File: src/rtl/binary_maxpool_stage.sv
// 2x2 stride-2 max-pooling (bitwise OR) over a binary feature map.
// Streams rows from the feature-map SRAM and writes pooled rows out.
module binary_maxpool_stage (
    input  logic        clk,
    input  logic        reset_b,
    input  logic        pool_run,
    input  logic [1:0]  pool_dim,
    output logic        pool_busy,
    output logic        pool_done,
    output logic [11:0] pool_sram_read_address,
    input  logic [15:0] sram_pool_read_data,
    output logic [11:0] pool_sram_write_address,
    output logic [15:0] pool_sram_write_data,
    output logic        pool_sram_write_enable
);

    typedef enum logic [1:0] {
        IDLE  = 2'd0,
        READ  = 2'd1,
        DRAIN = 2'd2
    } state_e;

    state_e      state_q, state_d;
    logic [3:0]  m_q, m_d;
    logic [11:0] raddr_q, raddr_d;
    logic        rvalid_q, rvalid_d;
    logic [3:0]  ridx_q, ridx_d;
    logic [15:0] hold_q, hold_d;
    logic        we_q, we_d;
    logic [11:0] waddr_q, waddr_d;
    logic [15:0] wdata_q, wdata_d;
    logic        busy_q, busy_d;
    logic        done_q, done_d;

    logic        start;
    logic        last_rd;
    logic        last_wr;
    logic        wr_now;
    logic [3:0]  m_dec;
    logic [3:0]  half_m;
    logic [15:0] mask;
    logic [15:0] masked;
    logic [15:0] pooled;

    always_comb begin
        m_dec = 4'd8;
        unique case (1'b1)
            pool_dim[1]:                 m_dec = 4'd14;
            !pool_dim[1] &&  pool_dim[0]: m_dec = 4'd10;
            !pool_dim[1] && !pool_dim[0]: m_dec = 4'd8;
        endcase
    end

    assign half_m  = {1'b0, m_q[3:1]};
    assign start   = (state_q == IDLE) && pool_run;
    assign last_rd = (state_q == READ) &&
                     (raddr_q == {8'h00, m_q - 4'd1});
    assign last_wr = (state_q == DRAIN) && we_q &&
                     (waddr_q == {8'h00, half_m - 4'd1});
    assign wr_now  = rvalid_q && ridx_q[0];

    // Columns at or beyond M carry stale data and must not leak into the OR.
    always_comb begin
        mask = '0;
        for (int i = 0; i < 16; i++) begin
            mask[i] = (i < int'(m_q));
        end
    end

    assign masked = sram_pool_read_data & mask;

    always_comb begin
        pooled = '0;
        for (int j = 0; j < 8; j++) begin
            pooled[j] = hold_q[2*j] | hold_q[2*j+1] |
                        masked[2*j] | masked[2*j+1];
        end
    end

    always_comb begin
        state_d = state_q;
        unique case (state_q)
            IDLE:    if (pool_run) state_d = READ;
            READ:    if (last_rd)  state_d = DRAIN;
            DRAIN:   if (last_wr)  state_d = IDLE;
            default: state_d = IDLE;
        endcase
    end

    always_comb begin
        m_d      = m_q;
        raddr_d  = '0;
        rvalid_d = (state_q == READ);
        ridx_d   = raddr_q[3:0];
        hold_d   = hold_q;
        we_d     = wr_now;
        waddr_d  = '0;
        wdata_d  = wdata_q;
        busy_d   = busy_q;
        done_d   = last_wr;

        if (start) begin
            m_d    = m_dec;
            busy_d = 1'b1;
        end
        if (last_wr) begin
            busy_d = 1'b0;
        end

        unique case (state_q)
            READ:    raddr_d = last_rd ? raddr_q : raddr_q + 12'd1;
            DRAIN:   raddr_d = last_wr ? 12'd0 : raddr_q;
            default: raddr_d = '0;
        endcase

        if (rvalid_q && !ridx_q[0]) begin
            hold_d = masked;
        end
        if (wr_now) begin
            waddr_d = {9'd0, ridx_q[3:1]};
            wdata_d = pooled;
        end
    end

    always_ff @(posedge clk or negedge reset_b) begin
        if (!reset_b) begin
            state_q  <= IDLE;
            m_q      <= '0;
            raddr_q  <= '0;
            rvalid_q <= 1'b0;
            ridx_q   <= '0;
            hold_q   <= '0;
            we_q     <= 1'b0;
            waddr_q  <= '0;
            wdata_q  <= '0;
            busy_q   <= 1'b0;
            done_q   <= 1'b0;
        end else begin
            state_q  <= state_d;
            m_q      <= m_d;
            raddr_q  <= raddr_d;
            rvalid_q <= rvalid_d;
            ridx_q   <= ridx_d;
            hold_q   <= hold_d;
            we_q     <= we_d;
            waddr_q  <= waddr_d;
            wdata_q  <= wdata_d;
            busy_q   <= busy_d;
            done_q   <= done_d;
        end
    end

    assign pool_busy               = busy_q;
    assign pool_done               = done_q;
    assign pool_sram_read_address  = raddr_q;
    assign pool_sram_write_address = waddr_q;
    assign pool_sram_write_data    = wdata_q;
    assign pool_sram_write_enable  = we_q;

endmodule

File: config.mk
export PLATFORM = sky130hd
export DESIGN_NAME = binary_maxpool_stage
export DESIGN_NICKNAME = d
export VERILOG_FILES = /design/src/rtl/binary_maxpool_stage.sv
export SDC_FILE = /design/constraint.sdc
export NUM_CORES = 1
export LEC_CHECK = 0
export ABC_AREA = 0
export BUFFER_PORTS_ARGS = -buffer_cell sky130_fd_sc_hd__buf_4
export CAP_MARGIN = 40
export CORE_ASPECT_RATIO = 1.4
export CORE_MARGIN = 2
export CORE_UTILIZATION = 52
export CTS_CLUSTER_SIZE = 14
export DETAILED_ROUTE_END_ITERATION = 7
export PLACE_DENSITY = 0.79
export SETUP_SLACK_MARGIN = 0.4
export SLEW_MARGIN = 20
export SYNTH_ARGS = -nofsm -noshare
export SYNTH_HDL_FRONTEND = slang
export SYNTH_SLANG_ARGS = --single-unit
File: constraint.sdc
create_clock -name clk -period 2.7 [get_ports clk]
set_clock_uncertainty 0.05 [all_clocks]
set_input_delay 0.135 -clock clk [delete_from_list [all_inputs] [get_ports clk]]
set_output_delay 0.135 -clock clk [all_outputs]
set_load 0.005 [all_outputs]
==> results of run 1 <==
## what timing repair did
item,in CTS,in global routing
gates resized for setup,1,0
setup endpoints to repair,2,5
gates cloned,0,0
endpoints found under the hold margin,50,1
hold buffers,2,1
buffers inserted,1,1
pin swaps,2,1
## routing by layer
metal	vias to the layer above	routed length (microns)	track usage, %
met5	-	0	0
met4	0	81	7.91
met3	8	317	4.36
met2	80	2580	34.9
met1	934	2000	26.0
li1	911	-	-
## cell usage after synthesis (all sizes together), types with 4 or more instances
library cell	count
a21oi	4
a31oi	5
nor2	16
a22o	4
a2bb2oi	4
nand2b	4
buf	19
inv	7
clkbuf	9
o21ai	24
nor3	12
and3	7
nand3	11
dfrtp	49
xnor2	4
nand2	32
## cell type report
cell class | instances | area [sq um] | share of cell area, %
clock buffers | 7 | 86.3 | 3.05
clock inverters | 1 | 30.0 | 1.06
inverters | 7 | 28.8 | 1.02
multi-input cells | 174 | 975 | 34.5
flip-flops and latches | 49 | 1230 | 43.4
well taps | 60 | 75.1 | 2.66
repair buffers | 53 | 405 | 14.3
## cells by family (layout without fill, tap and decap cells)
kind of cell / after synthesis / after routing
and+or+nand+nor: 94 / 94
AOI/OAI and AO/OA: 54 / 54
DFF: 49 / 49
buffers and inverters: 35 / 68
xor gates and xnor gates: 6 / 6
adders and majority gates: 2 / 2
other: 1 / 18
## metrics by stage
step                      utilization (%)  hold slack (ns)
after floorplan                         -           -0.211
after global placement               62.3            0.136
after detailed placement             62.3            0.128
after CTS                            65.7          0.00540
after global routing                 66.1           0.0166
final                                66.1           0.0125
## flip-flops by register name, summed over array words and instances (netlist names)
register	count
hold_q	14
pool_sram_read_address	12
pool_sram_write_data	7
ridx_q	4
m_q	3
pool_sram_write_address	3
state_q	2
pool_busy	1
pool_done	1
pool_sram_write_enable	1
rvalid_q	1
## power breakdown
part	switching, uW	total (uW)	internal, uW
logic	657	1280	622
clock network	232	534	302
registers	238	1240	1000
## worst min path at each step
stage                       startpoint                       to  slack (ns)  cells past startpoint
2_1_floorplan                  reset_b                hold_q[0]       -0.21                      0
3_3_place_gp                   reset_b  pool_sram_write_data[4]        0.14                      1
3_5_place_dp                   reset_b  pool_sram_write_data[4]        0.13                      1
4_1_cts        sram_pool_read_data[13]               hold_q[13]       0.005                      3
5_1_grt        sram_pool_read_data[11]               hold_q[11]        0.02                      2
6_report                   pool_dim[1]                   m_q[2]        0.01                      3
## critical path, cell delays in order, from the launching register on
cell     delay [ns]
dfrtp_1        0.42
inv_4          0.08
ha_4           0.20
xnor2_1        0.12
or4_4          0.43
or4_4          0.57
a221o_1        0.32
==> reports/results.txt, run 1 <==
Outcome: finished, final reports clean
Overflow after GRT: 0
Simple-gate share of the synthesized area: 19.9%
CP Capture Type: flip-flop
PwrDens: 1080 nW/um^2
Critical Path Fanout Max: 5
Leakage Power: 0.00136 uW
Slew Limit Fails: 0
Synth Area in Adders: 1.08%
# H-tree levels: 2
Worst setup path endpoint: pool_sram_read_address[2]
Top cells by area, synth: dfrtp_1 (53%), buf_4 (5.8%), nand2_1 (5.2%)
Die area: 5020 sq um
Area leader, netlist: dfrtp_1
Final worst slack: 0.394 ns
Worst min path class: input pin to flip-flop
Post-Synthesis Cells: 241
# diodes: 0
Final non-filler cell total: 351
Port Buffers: 43
Clk Latency, worst-skew pair: 0.30 ns
WL per Instance: 14.2 microns
Root Driver: clkbuf_8
Internal reg-to-reg setup slack: 0.39 ns
Global-route wire length before repair: 8.20 mm
Post-synth top area share: 52.8%
Routability cong.: 0.828
Clock Path Buffers: 2
Rel. slew slack: 53.6%
Final setup vio count: 0
Site row count: 28
Worst-path clk slew: 0.09 ns
Commonest non-fill, non-tap cell in the layout: buf_4
Iter 0 DRT Violations: 156
Fraction of synthesized cell area in xor and xnor cells: 2.26%
Clock sink count: 49
Pre-CTS WS: 0.314 ns
Largest net degree at the start of global routing: 50
Nets: 313
Setup TNS: 0 ns
Final wirelength: 4.98 mm
R2R Path Start: m_q[1]
Residual DRC: 0
TritonCTS clock tree: done
DR pass1 iterations: 4
RSZ-0062 raised after global routing: yes
FILL cells: 361
Combinational family with the most area after synthesis: simple AND/OR/NAND/NOR gates
CP Class: flip-flop to flip-flop
Mapped cell area: 2320 sq um
Hpwl dp: 3.54 mm
Post-synthesis mux area share: 0%
Vias/cell: 5.51
Tcrit/Tclk final: 85.4%
Initial antenna violation count: 0
Tightest Pin Transition: 0.694 ns
Commonest cells after routing, fill and taps aside: buf_4 (50), dfrtp_1 (49), nand2_1 (32), o21ai_0 (23), conb_1 (18)
Netlist cell types: 38
YS warnings: 0
Asr flop ratio synth: 100%
F_max: 434 MHz
Complex-gate fraction of the synthesized area: 15.1%
Seq cells post-synth: 49
Placed Cells: 338
EDFF count, synth: 0
Die width: 60.5 microns
Synth-to-layout area growth: 21.7%
Fin. Hold Viols: 0
Vias: 1,933
Maximum VDD drop: 0.000618 V
Post-route minimum period: 2.31 ns
Register area share after synthesis: 52.8%
GR Util All Layers: 20.9%
Total power: 3050 uW
Worst Reg-to-Reg Cells: 6
Arr. time, crit path: 2.43 ns
CTS buffer count: 5
Antenna-violating nets left: 0
Worst r2r dst: pool_sram_read_address[2]
Crit path from: m_q[1]
Post-synth top flop: dfrtp_1
Worst EP required: 2.83 ns
Max capacitance violation total: 0
Fraction of layout cells with a size suffix above 1: 23.4%
Placed Instance Area: 2660 sq um
Number of global-route vias before repair: 1,848
Core area: 4270 sq um
Die height: 83.1 microns
Layout Cell Area excl Fill: 2830 sq um
CP Launch Type: flip-flop
Ports: 64
Initial core utilization: 54.3%
Avg Cell Area, Syn: 9.64 sq um
Note: power is estimated with default switching activity, not from simulation.
==> run 2: changes to the inputs <==
- CELL_PAD_IN_SITES_DETAIL_PLACEMENT: not set -> 1
- CELL_PAD_IN_SITES_GLOBAL_PLACEMENT: not set -> 1
- CORE_UTILIZATION: 52 -> 39
- GPL_TIMING_DRIVEN: not set -> 0
- PLACE_DENSITY: 0.79 -> not set
- PLACE_DENSITY_LB_ADDON: not set -> 0.1
- SKIP_CTS_REPAIR_TIMING: not set -> 1
==> run 2 against run 1 <==
Sequential share of layout area is 3.4 points lower. Clock-buffer cell count stayed put. Total power is 5.5% higher. Highest routed layer unchanged. Non-clock buffer count is 27 higher. Core utilization is 13 points lower. Die area is 31% higher. Worst setup slack worse by 0.15 ns. Clock power is 11% lower.
==> reports/results.txt, run 2 (synthesized netlist as in run 1, its figures left out) <==
Outcome: finished, final reports clean
PwrDens: 1050 nW/um^2 (-2.7%)
Layout Cell Area excl Fill: 3070 sq um (+8.5%)
Area of the multi-input gates: 1020 sq um (+5.0%)
Worst EP required: 2.83 ns (about the same)
Tcrit/Tclk final: 91.0% (+5.6 points)
Crit-path cells: buf_8, inv_2, ha_4, xnor2_2, or4_4, or4_4, a221o_1
Final setup vio count: 0 (unchanged)
Seq pwr share: 37.8% (-2.8 points)
Core area: 5820 sq um (+36%)
CP Capture Type: flip-flop
Setup TNS: 0 ns (unchanged)
Rel. slew slack: 57.8% (+4.2 points)
Max reg flops: 14 (unchanged)
Most flops, register: hold_q
Fraction of layout cells with a size suffix above 1: 29.9% (+6.5 points)
Clock sink count: 49 (unchanged)
Share of the core filled with cells: 52.7% (-13 points)
Max capacitance violation total: 0 (unchanged)
F_max: 407 MHz (-6.2%)
Worst-path clk slew: 0.09 ns (about the same)
Vias: 2,018 (+4.4%)
P_int: 1960 uW (+2.1%)
Die height: 95.3 microns (+15%)
WL per Instance: 15.1 microns (+6.6%)
Net Sw Power: 1260 uW (+11%)
Commonest cells after routing, fill and taps aside: buf_4 (67), dfrtp_1 (49), nand2_1 (31), o21ai_0 (23), conb_1 (18)
Worst Reg-to-Reg Cells: 7 (+1)
CP delay by family, top: simple AND/OR/NAND/NOR gates
Synth-to-layout area growth: 32.0%
Iter 0 DRT Violations: 67 (-57%)
Die area: 6600 sq um (+31%)
RSZ-0062 raised after global routing: yes
Largest net degree at the start of global routing: 50 (unchanged)
Site row count: 33 (+18%)
Clk Latency, worst-skew pair: 0.30 ns (about the same)
FILL cells: 699 (+94%)
Vias/cell: 5.20 (-5.6%)
Root Driver: clkbuf_8
Global-route wire length before repair: 9.76 mm (+19%)
DR pass1 iterations: 4 (unchanged)
Final worst slack: 0.243 ns (-0.151 ns)
CP bufs+invs: 2 (+1)
Worst min path class: input pin to flip-flop
Hold Crit Depth: 3 (unchanged)
CTS buffer count: 5 (unchanged)
Number of global-route vias before repair: 2,126 (+15%)
Final wirelength: 5.86 mm (+18%)
Clock Path Buffers: 2 (unchanged)
Slowest stage cell, crit path: or4_4
Die width: 69.2 microns (+14%)
Crit-path max cell delay: 0.58 ns (about the same)
Sw frac: 39.0% (+2.1 points)
Post-route minimum period: 2.46 ns (+0.151 ns)
Placed Instance Area: 2830 sq um (+6.3%)
Initial core utilization: 39.9% (-14 points)
Crit-path most repeated cell: or4_4
Maximum VDD drop: 0.000628 V (+1.6%)
Reg area: 1230 sq um (unchanged)
Tightest Pin Transition: 0.633 ns (-0.0609 ns)
Ports: 64 (unchanged)
Clk pwr share: 14.8% (-2.7 points)
Pre-CTS WS: 0.0952 ns (-0.218 ns)
Antenna-violating nets left: 0 (unchanged)
CP Class: flip-flop to flip-flop
Nets: 340 (+8.6%)
Arr. time, crit path: 2.59 ns (+0.16 ns)
Hpwl dp: 4.29 mm (+21%)
# diodes: 0 (unchanged)
Combinational Power Share: 47.5% (+5.6 points)
Commonest non-fill, non-tap cell in the layout: buf_4
Residual DRC: 0 (unchanged)
CP Depth: 7 (+1)
Leakage Power: 0.00149 uW (+9.4%)
Routability cong.: 0.738 (-11%)
CP Launch Type: flip-flop
Critical Path Fanout Max: 5 (unchanged)
Fin. Hold Viols: 0 (unchanged)
Overflow after GRT: 0 (unchanged)
Initial antenna violation count: 0 (unchanged)
Port Buffers: 43 (unchanged)
# H-tree levels: 2 (unchanged)
TritonCTS clock tree: done
GR Util All Layers: 18.4% (-2.5 points)
Slew Limit Fails: 0 (unchanged)
## run 2: cell count changes in the layout (fill, tap and decap cells not counted), sizes merged
cell	previous run	this run
buf	50	71
bufinv	1	0
clkbuf	7	14
clkinv	0	1
dlygate4sd3	3	2
## run 2: worst register-to-register path, cell delays in order (launching register included)
cell	delay (ns)
dfrtp_1	0.40
buf_8	0.12
inv_2	0.06
ha_4	0.20
xnor2_2	0.14
or4_4	0.45
or4_4	0.58
a221o_1	0.34
## run 2: stage by stage
step | std cells | hold slack, ns | total power [uW]
finish | 388 | 0.00438 | 3220
global route | 388 | 0.0207 | 3480
CTS | 379 | -0.177 | 3070
detailed placement | 371 | 0.154 | 2590
global placement | 371 | 0.151 | 2540
floorplan | 258 | -0.211 | 2090
## run 2: cell type report
| type | instances | share of cell area, % |
|---|---|---|
| flip-flops and latches | 49 | 40.0 |
| multi-input cells | 174 | 33.4 |
| repair buffers | 52 | 13.0 |
| plain buffers | 28 | 6.41 |
| clock buffers | 7 | 3.14 |
| well taps | 70 | 2.86 |
| inverters | 7 | 1.02 |
| clock inverters | 1 | 0.163 |
## run 2: path summary, 6_finish.rpt
kind | endpoint | from | slack, ns
setup / recovery | pool_sram_read_address[2] | m_q[2] | 0.24
hold / removal | m_q[1] | pool_dim[0] | 0.004
setup reg to reg | pool_sram_read_address[2] | m_q[2] | 0.24
hold reg to reg | hold_q[6] | hold_q[6] | 0.43
max in group asynchronous | pool_sram_write_data[6] | reset_b | 1.84
min in group asynchronous | pool_sram_write_data[0] | reset_b | 0.34
## run 2: power by group through the flow
stage	Combinational [uW]	Sequential, uW	Clock (uW)
2_1_floorplan	903	1180	0
6_report	1530	1220	475
4_1_cts	1370	1210	488
3_3_place_gp	1330	1220	0
5_1_grt	1700	1260	517
3_5_place_dp	1360	1230	0
## run 2: metal layers
layer  share of wire (%)  GRT usage [%]
met5                   0              0
met4                 2.0           6.54
met3                 4.0           3.28
met2                  56           35.7
met1                  38           20.0
==> run 3: changes to the inputs <==
- PLACE_DENSITY_LB_ADDON: 0.1 -> 0.15
==> run 3 against run 2 <==
Sequential power hardly changed. Wire length grew 2.8%. Critical path depth did not move. Clock power shrank 7.6%. Worst setup slack gained 0.035 ns. Highest routed layer unchanged.
==> reports/results.txt, run 3 (synthesized netlist as in run 1, its figures left out) <==
Die height: 95.3 microns (unchanged)
Number of global-route vias before repair: 2,029 (-4.6%)
Outcome: finished, final reports clean
P_int: 1940 uW (-1.0%)
Ports: 64 (unchanged)
FILL cells: 706 (+1.0%)
Initial antenna violation count: 0 (unchanged)
Tightest Pin Transition: 0.632 ns (-0.00159 ns)
Routability cong.: 0.767 (+3.9%)
Antenna-violating nets left: 0 (unchanged)
DR pass1 iterations: 4 (unchanged)
Max reg flops: 14 (unchanged)
Max capacitance violation total: 0 (unchanged)
Hpwl dp: 4.51 mm (+5.2%)
Die area: 6600 sq um (unchanged)
RSZ-0062 raised after global routing: yes
Slew Limit Fails: 0 (unchanged)
Fraction of layout cells with a size suffix above 1: 30.0% (+0.094 points)
Post-route minimum period: 2.42 ns (-0.0352 ns)
Maximum VDD drop: 0.000410 V (-35%)
Seq pwr share: 38.0% (+0.2 points)
Placed Instance Area: 2830 sq um (unchanged)
Sw frac: 39.8% (+0.80 points)
Net Sw Power: 1290 uW (+2.3%)
Tcrit/Tclk final: 89.7% (-1.3 points)
Port Buffers: 43 (unchanged)
Fin. Hold Viols: 0 (unchanged)
# H-tree levels: 2 (unchanged)
Worst-path clk slew: 0.08 ns (about the same)
Vias/cell: 5.14 (-1.2%)
CP bufs+invs: 2 (unchanged)
TritonCTS clock tree: done
WL per Instance: 15.6 microns (+3.0%)
CTS buffer count: 5 (unchanged)
Synth-to-layout area growth: 31.6%
Worst EP required: 2.83 ns (about the same)
Clk pwr share: 13.6% (-1.2 points)
Final setup vio count: 0 (unchanged)
Root Driver: clkbuf_8
CP delay by family, top: simple AND/OR/NAND/NOR gates
# diodes: 0 (unchanged)
Final non-filler cell total: 387 (-0.26%)
Leakage Power: 0.00148 uW (-0.53%)
Overflow after GRT: 0 (unchanged)
Final wirelength: 6.02 mm (+2.8%)
Crit-path cells: buf_8, inv_4, ha_4, xnor2_2, or4_4, or4_4, a221o_1
Core area: 5820 sq um (unchanged)
Most flops, register: hold_q
Iter 0 DRT Violations: 65 (-3.0%)
Layout Cell Area excl Fill: 3060 sq um (-0.33%)
GR Util All Layers: 18.5% (+0.050 points)
Clock Path Buffers: 2 (unchanged)
F_max: 413 MHz (+1.5%)
Worst min path class: input pin to flip-flop
Largest net degree at the start of global routing: 50 (unchanged)
CP Class: flip-flop to flip-flop
Placed Cells: 371 (unchanged)
Die width: 69.2 microns (unchanged)
Commonest non-fill, non-tap cell in the layout: buf_4
Initial core utilization: 39.9% (unchanged)
Site row count: 33 (unchanged)
CP Launch Type: flip-flop
Clock sink count: 49 (unchanged)
Slowest stage cell, crit path: or4_4
Combinational Power Share: 48.4% (+0.9 points)
Critical Path Fanout Max: 5 (unchanged)
Arr. time, crit path: 2.56 ns (-0.03 ns)
PwrDens: 1060 nW/um^2 (+0.62%)
Setup TNS: 0 ns (unchanged)
Crit-path max cell delay: 0.57 ns (about the same)
Commonest cells after routing, fill and taps aside: buf_4 (68), dfrtp_1 (49), nand2_1 (31), o21ai_0 (23), conb_1 (18)
CP Capture Type: flip-flop
Vias: 1,988 (-1.5%)
Crit-path most repeated cell: or4_4
Residual DRC: 0 (unchanged)
Nets: 340 (unchanged)
Rel. slew slack: 57.9% (+0.11 points)
Global-route wire length before repair: 9.69 mm (-0.71%)
Clk Latency, worst-skew pair: 0.30 ns (about the same)
[run 3: per-layer routing]
layer	share of wire, %	vias to the layer above	track usage [%]
li1	-	957	-
met2	55	39	35.3
met5	0	-	0
met4	1.2	0	5.88
met1	40	985	20.7
met3	3.2	7	3.59
[run 3: stage by stage]
stage	setup slack (ns)	hold slack [ns]	utilization, %	power, uW
final	0.278	0.0133	52.5	3230
after detailed placement	0.0411	0.152	48.6	2620
after global routing	0.243	0.0126	52.5	3480
after global placement	0.0844	0.156	48.6	2550
after CTS	0.0114	-0.173	50.1	3060
after floorplan	0.386	-0.211	-	2090
[run 3: final timing paths]
| check | start | to | slack [ns] | cells past startpoint |
|---|---|---|---|---|
| min in group asynchronous | reset_b | state_q[1] | 0.35 | 2 |
| setup reg to reg | m_q[1] | pool_sram_read_address[2] | 0.28 | 7 |
| hold reg to reg | hold_q[7] | hold_q[7] | 0.44 | 2 |
| setup / recovery | m_q[1] | pool_sram_read_address[2] | 0.28 | 7 |
| hold / removal | sram_pool_read_data[2] | hold_q[2] | 0.01 | 2 |
| max in group asynchronous | reset_b | hold_q[10] | 1.83 | 2 |
[run 3: area by class of cell]
cell class	count	area (sq um)	area share, %
Tap cell	70	87.6	2.87
Clock buffer	7	86.3	2.83
Timing Repair Buffer	52	397	13.0
Multi-Input combinational cell	174	1030	33.7
Buffer	28	196	6.43
Inverter	7	31.3	1.02
Sequential cell	49	1230	40.1
[run 3: power groups by stage]
stage / registers, uW / logic [uW] / clock network, uW
2_1_floorplan: 1180 / 903 / 0
3_3_place_gp: 1220 / 1330 / 0
3_5_place_dp: 1230 / 1380 / 0
4_1_cts: 1220 / 1390 / 448
5_1_grt: 1270 / 1730 / 475
6_report: 1230 / 1560 / 439
